--- config.mk ---
export PLATFORM = sky130hd
export DESIGN_NAME = writeback_stage
export DESIGN_NICKNAME = d
export VERILOG_FILES = /design/src/rtl/riscp_pkg.sv /design/src/rtl/writeback_stage_pc_assembler.sv /design/src/rtl/writeback_stage.sv
export SDC_FILE = /design/constraint.sdc
export NUM_CORES = 1
export LEC_CHECK = 0
export CAP_MARGIN = 40
export CORE_ASPECT_RATIO = 1.2
export CORE_MARGIN = 4
export CORE_UTILIZATION = 39
export DETAILED_ROUTE_END_ITERATION = 16
export GPL_TIMING_DRIVEN = 0
export PLACE_DENSITY = 0.77
export SYNTH_ARGS = -nofsm -noshare
export SYNTH_HDL_FRONTEND = slang
export SYNTH_SLANG_ARGS = --single-unit
--- constraint.sdc ---
create_clock -name clk -period 1.92 [get_ports clk]
set_input_delay 0.192 -clock clk [delete_from_list [all_inputs] [get_ports clk]]
set_output_delay 0.192 -clock clk [all_outputs]
set_load 0.01 [all_outputs]
--- src/rtl/riscp_pkg.sv ---
// Shared types and widths for the MEM/WB write-back slice.
package riscp_pkg;

  localparam int DATA_W = 16;
  localparam int PC_W   = 32;

  typedef enum logic [1:0] {
    WB_ALU    = 2'b00,
    WB_MEM    = 2'b01,
    WB_INPORT = 2'b10,
    WB_ZERO   = 2'b11
  } wb_sel_e;

  typedef enum logic {
    PC_IDLE,
    PC_HAVE_HI
  } pc_fsm_e;

endpackage

--- src/rtl/writeback_stage_pc_assembler.sv ---
// Rebuilds a PC from two popped stack words: high half first, then low half.
module pc_assembler #(
  parameter int DATA_W = riscp_pkg::DATA_W,
  parameter int PC_W   = riscp_pkg::PC_W
) (
  input  logic              clk,
  input  logic              reset,
  input  logic [DATA_W-1:0] i_word,
  input  logic              i_half_vld,
  output logic [PC_W-1:0]   o_pc,
  output logic              o_pc_vld
);
  import riscp_pkg::*;

  pc_fsm_e           r_state;
  pc_fsm_e           w_state_nxt;
  logic              w_take_hi;
  logic              w_complete;
  logic [DATA_W-1:0] r_hi;
  logic [PC_W-1:0]   r_pc;
  logic              r_pc_vld;

  // State register; reset mid-sequence forgets any held high half.
  always_ff @(posedge clk or negedge reset) begin
    if (!reset) r_state <= PC_IDLE;
    else        r_state <= w_state_nxt;
  end

  // Next state: only PC-half slots move the FSM; gaps of any length hold it.
  always_comb begin
    w_state_nxt = r_state;
    w_take_hi   = 1'b0;
    w_complete  = 1'b0;
    case (r_state)
      PC_IDLE: begin
        if (i_half_vld) begin
          w_take_hi   = 1'b1;
          w_state_nxt = PC_HAVE_HI;
        end
      end
      PC_HAVE_HI: begin
        if (i_half_vld) begin
          w_complete  = 1'b1;
          w_state_nxt = PC_IDLE;
        end
      end
      default: w_state_nxt = PC_IDLE;
    endcase
  end

  // High-half holding register, PC output register and its one-cycle valid pulse.
  always_ff @(posedge clk or negedge reset) begin
    if (!reset) begin
      r_hi     <= '0;
      r_pc     <= '0;
      r_pc_vld <= 1'b0;
    end else begin
      if (w_take_hi)  r_hi <= i_word;
      if (w_complete) r_pc <= {r_hi, i_word};
      r_pc_vld <= w_complete;
    end
  end

  assign o_pc     = r_pc;
  assign o_pc_vld = r_pc_vld;

endmodule

--- src/rtl/writeback_stage.sv ---
// MEM/WB pipeline register, write-back mux, output-port register and PC reassembly.
module writeback_stage #(
  parameter int DATA_W     = riscp_pkg::DATA_W,
  parameter int PC_W       = riscp_pkg::PC_W,
  parameter int REG_ADDR_W = 3
) (
  input  logic                  clk,
  input  logic                  reset,
  input  logic                  flush_wb,
  input  logic                  reg_write_m,
  input  logic [1:0]            wb_sel_m,
  input  logic [REG_ADDR_W-1:0] reg_write_address_m,
  input  logic [DATA_W-1:0]     alu_result_m,
  input  logic [DATA_W-1:0]     mem_data_m,
  input  logic [DATA_W-1:0]     inport_data,
  input  logic                  outport_enable_m,
  input  logic                  mem_pop_m,
  input  logic                  pc_choose_memory_m,
  output logic                  reg_write_wb,
  output logic [REG_ADDR_W-1:0] reg_write_address_from_wb,
  output logic [DATA_W-1:0]     reg_write_data_from_wb,
  output logic [DATA_W-1:0]     outport_data,
  output logic [PC_W-1:0]       pc_from_memory,
  output logic                  pc_load_valid
);
  import riscp_pkg::*;

  logic                  r_reg_write_p0;
  wb_sel_e               r_wb_sel_p0;
  logic [REG_ADDR_W-1:0] r_addr_p0;
  logic [DATA_W-1:0]     r_alu_p0;
  logic [DATA_W-1:0]     r_mem_p0;
  logic [DATA_W-1:0]     r_inport_p0;
  logic                  r_outen_p0;
  logic                  r_pop_p0;
  logic                  r_pcsel_p0;
  logic [DATA_W-1:0]     r_outport;
  logic                  w_pc_half;

  function automatic logic [DATA_W-1:0] wb_select(
    input wb_sel_e           sel,
    input logic [DATA_W-1:0] alu,
    input logic [DATA_W-1:0] mem,
    input logic [DATA_W-1:0] inp
  );
    case (sel)
      WB_ALU:    return alu;
      WB_MEM:    return mem;
      WB_INPORT: return inp;
      default:   return '0;
    endcase
  endfunction

  // MEM/WB capture; a flush turns the slot into a bubble but keeps the data fields.
  always_ff @(posedge clk or negedge reset) begin
    if (!reset) begin
      r_reg_write_p0 <= 1'b0;
      r_wb_sel_p0    <= WB_ALU;
      r_addr_p0      <= '0;
      r_alu_p0       <= '0;
      r_mem_p0       <= '0;
      r_inport_p0    <= '0;
      r_outen_p0     <= 1'b0;
      r_pop_p0       <= 1'b0;
      r_pcsel_p0     <= 1'b0;
    end else begin
      r_reg_write_p0 <= reg_write_m        & ~flush_wb;
      r_wb_sel_p0    <= flush_wb ? WB_ALU : wb_sel_e'(wb_sel_m);
      r_outen_p0     <= outport_enable_m   & ~flush_wb;
      r_pop_p0       <= mem_pop_m          & ~flush_wb;
      r_pcsel_p0     <= pc_choose_memory_m & ~flush_wb;
      r_addr_p0      <= reg_write_address_m;
      r_alu_p0       <= alu_result_m;
      r_mem_p0       <= mem_data_m;
      r_inport_p0    <= inport_data;
    end
  end

  // Output-port register follows the ALU field of an OUT slot, otherwise holds.
  always_ff @(posedge clk or negedge reset) begin
    if (!reset)          r_outport <= '0;
    else if (r_outen_p0) r_outport <= r_alu_p0;
  end

  // ---- WB stage: register-file write port straight off the MEM/WB flops ----
  assign reg_write_wb              = r_reg_write_p0;
  assign reg_write_address_from_wb = r_addr_p0;
  assign reg_write_data_from_wb    = wb_select(r_wb_sel_p0, r_alu_p0, r_mem_p0, r_inport_p0);
  assign outport_data              = r_outport;

  assign w_pc_half = r_pop_p0 & r_pcsel_p0;

  pc_assembler #(
    .DATA_W (DATA_W),
    .PC_W   (PC_W)
  ) u_pc_assembler (
    .clk        (clk),
    .reset      (reset),
    .i_word     (r_mem_p0),
    .i_half_vld (w_pc_half),
    .o_pc       (pc_from_memory),
    .o_pc_vld   (pc_load_valid)
  );

endmodule

==> results.cfg <==
[sta]
slew_headroom_pct = 66.3
layout_min_cycle_time_ns = 1.79
hold_violations = 0
timing.setup.tns_ns = 0
tightest_slew_ns = 0.505
grt_setup_unrepaired = false
setup_violations = 0
final.period_utilization_pct = 93.3
clock-skew-final_ns = 0.00605
max_freq_ghz = 0.558
slew_viol_final = 0

[detailed_routing]
vias = 2532
ant_nets = 0
vias_per_cell = 4.72
dr.pass1.iters = 4
drcViolationCount = 0
wl_microns = 9390
drt-initial-drc-count = 60
wl_per_cell_microns = 17.5

[synth]
synth-xor-area-share_pct = 0
synth.mux.area_fraction_pct = 20.4
postSynthCellCount = 245
netlist-cell-type-count = 14
synthSimpleGateAreaFrac_pct = 1.32
synth_compound_area_share_pct = 3.22
yosysSeqAreaShare_pct = 70.8
avgSynthCellArea_sq_um = 17.7
syn-cell-area_sq_mm = 0.00435
ys_seq_elements = 123
synth_top_family_by_area = multiplexers
yosys.area_share.adder_pct = 0.576
synth_warnings = 0
syn_nets = 307

[clock_tree]
clock_latency_ns = 0.40
clk_path_buf_depth = 2
htree_levels = 4
root_buffer = clkbuf_16
cts_buffers = 17
post_cts_buffers = 0
cts_tree = yes
cts.sinks = 123
clk_pin_slew_worst_paths_ns = 0.05

[cells_and_area]
n_antenna_cell = 0
layout.nets = 456
drive_above_1_share_pct = 29.7
syn_to_final_growth_pct = 45.8

[floorplanning]
ioPinCount = 129
rows = 41
core_area_sq_mm = 0.0107
die_w_microns = 104
fp.dieH_microns = 124
dieArea_sq_mm = 0.0129
start_util_pct = 40.6

[global_route]
track_usage_pct = 15.6
first_global_vias = 2811
grt_max_degree = 69
grt_pass1_wl_microns = 15000
grt_overflow = 0
antenna_found_initial = 0

[run_status]
outcome = finished clean

[min_path]
min_path_type = primary input to register

[power]
vdd_drop_max_uv = 564
p_leak_nw = 2.76
p_per_area_mw_per_mm2 = 1300
finalPower_mw = 8.25

[flow_run]
drv_cap = 0

[critical_path]
start_kind = register
cp_data_required_time_ns = 1.73
worst_ep_arrival_time_ns = 1.60
critPathKind = register to primary output
cp-end-kind = primary output
crit_fanout = 10

[placed_design]
portBuffers = 128
gp_congestion = 0.812
dp_hpwl_microns = 7030
metal layers:
metal / share of wire [%] / vias to the layer above / wire [microns] / track usage, %
met3: 4.6 / 24 / 432 / 4.46
met1: 40 / 1278 / 3740 / 18.3
li1: - / 1157 / - / -
met5: 0 / - / 0 / 0
met4: 3.1 / 0 / 295 / 8.73
met2: 52 / 73 / 4920 / 25.9
where the power goes:
part	leakage [nW]	internal (mW)	total (mW)	switching (mW)
Combinational	1.01	1.19	1.82	0.632
Clock	0.268	1.88	2.94	1.06
Sequential	1.48	3.19	3.50	0.307
synthesized netlist by cell type, drive strengths merged:
library cell	count	area, sq um
dfrtp	123	3080
mux2	64	728
mux2i	16	160
o2bb2ai	16	140
buf	12	143
nor2b	7	51.3
clkbuf	2	8.75
ha	2	25.0
inv	2	7.51
and2	1	6.26
cells by family after synthesis:
kind of cell	Yosys count
flops	123
fa+ha+maj	2
mux	80
buf+inv	16
simple gates	8
compound gates	16
what timing repair did:
| action | in CTS | in global routing |
|---|---|---|
| gates resized for setup | 31 | 13 |
| hold endpoints to repair | 55 | 0 |
| hold buffers | 1 | 0 |
| setup endpoints to repair | 16 | 10 |
worst max-delay path, stage by stage, from the launching register on:
cell and delay [ns]:
dfrtp_1 0.37, buf_6 0.15, nor2b_4 0.11, buf_6 0.13
buf_8 0.14, o2bb2ai_1 0.13, buf_2 0.16
placed cells by master (no fill, tap or decap):
| cell type | count |
|---|---|
| clkbuf_1 | 2 |
| buf_6 | 11 |
| clkinv_2 | 3 |
| dlygate4sd3_1 | 1 |
| mux2_2 | 62 |
| and2_1 | 1 |
| bufinv_16 | 1 |
| buf_8 | 2 |
| o2bb2ai_1 | 16 |
| buf_16 | 1 |
| clkbuf_16 | 17 |
| dfrtp_1 | 123 |
| buf_2 | 6 |
| inv_1 | 2 |
| clkbuf_8 | 3 |
| mux2i_1 | 16 |
| nor2b_1 | 6 |
| dlygate4sd2_1 | 6 |
| ha_1 | 2 |
| clkinvlp_4 | 4 |
| clkdlybuf4s50_1 | 111 |
| clkbuf_2 | 6 |
| nor2b_4 | 1 |
| clkinv_4 | 2 |
| mux2_4 | 2 |
per-stage QoR:
| step | setup WS (ns) | area [sq um] | utilization, % | instances | hold WS (ns) |
|---|---|---|---|---|---|
| floorplan | 0.542 | 4350 | - | 245 | -0.104 |
| global placement | -3.82 | 5790 | 54.0 | 502 | 0.484 |
| detailed placement | 0.113 | 5820 | 54.3 | 503 | 0.188 |
| CTS | -0.0294 | 6390 | 59.6 | 536 | 0.204 |
| global route | 0.0220 | 6340 | 59.1 | 536 | 0.202 |
| finish | 0.128 | 6340 | 59.1 | 536 | 0.225 |
sequential cells by signal, indices dropped and copies added (netlist names):
register and cells:
outport_data 16, r_alu_p0 16, r_inport_p0 16, r_mem_p0 16, r_outen_p0 1, r_pcsel_p0 1
r_pop_p0 1, r_wb_sel_p0 2, reg_write_address_from_wb 3, reg_write_wb 1, u_pc_assembler.o_pc 32, u_pc_assembler.o_pc_vld 1
u_pc_assembler.r_hi 16, u_pc_assembler.r_state 1
final timing paths:
check	startpoint	end	slack (ns)	cells after the start
setup / recovery	r_wb_sel_p0[0]$_DFF_PN0_	reg_write_data_from_wb[13]	0.13	6
hold / removal	alu_result_m[5]	r_alu_p0[5]$_DFF_PN0_	0.22	1
setup reg to reg	r_pop_p0$_DFF_PN0_	u_pc_assembler.o_pc[27]$_DFFE_PN0P_	0.41	5
hold reg to reg	u_pc_assembler.o_pc[26]$_DFFE_PN0P_	u_pc_assembler.o_pc[26]$_DFFE_PN0P_	0.50	1
max in group asynchronous	reset	outport_data[3]$_DFFE_PN0P_	0.90	3
min in group asynchronous	reset	r_inport_p0[5]$_DFF_PN0_	0.32	2
final cells by class:
class                           count  area [sq um]
Fill cell                         827          4380
Sequential cell                   123          3080
Timing Repair Buffer              130          1260
Multi-Input combinational cell    106          1110
Clock buffer                       22           474
Tap cell                          129           161
Buffer                             14           153
Clock inverter                     10          92.6
Inverter                            2          7.51
No activity file was read; power rests on OpenSTA's default activity.
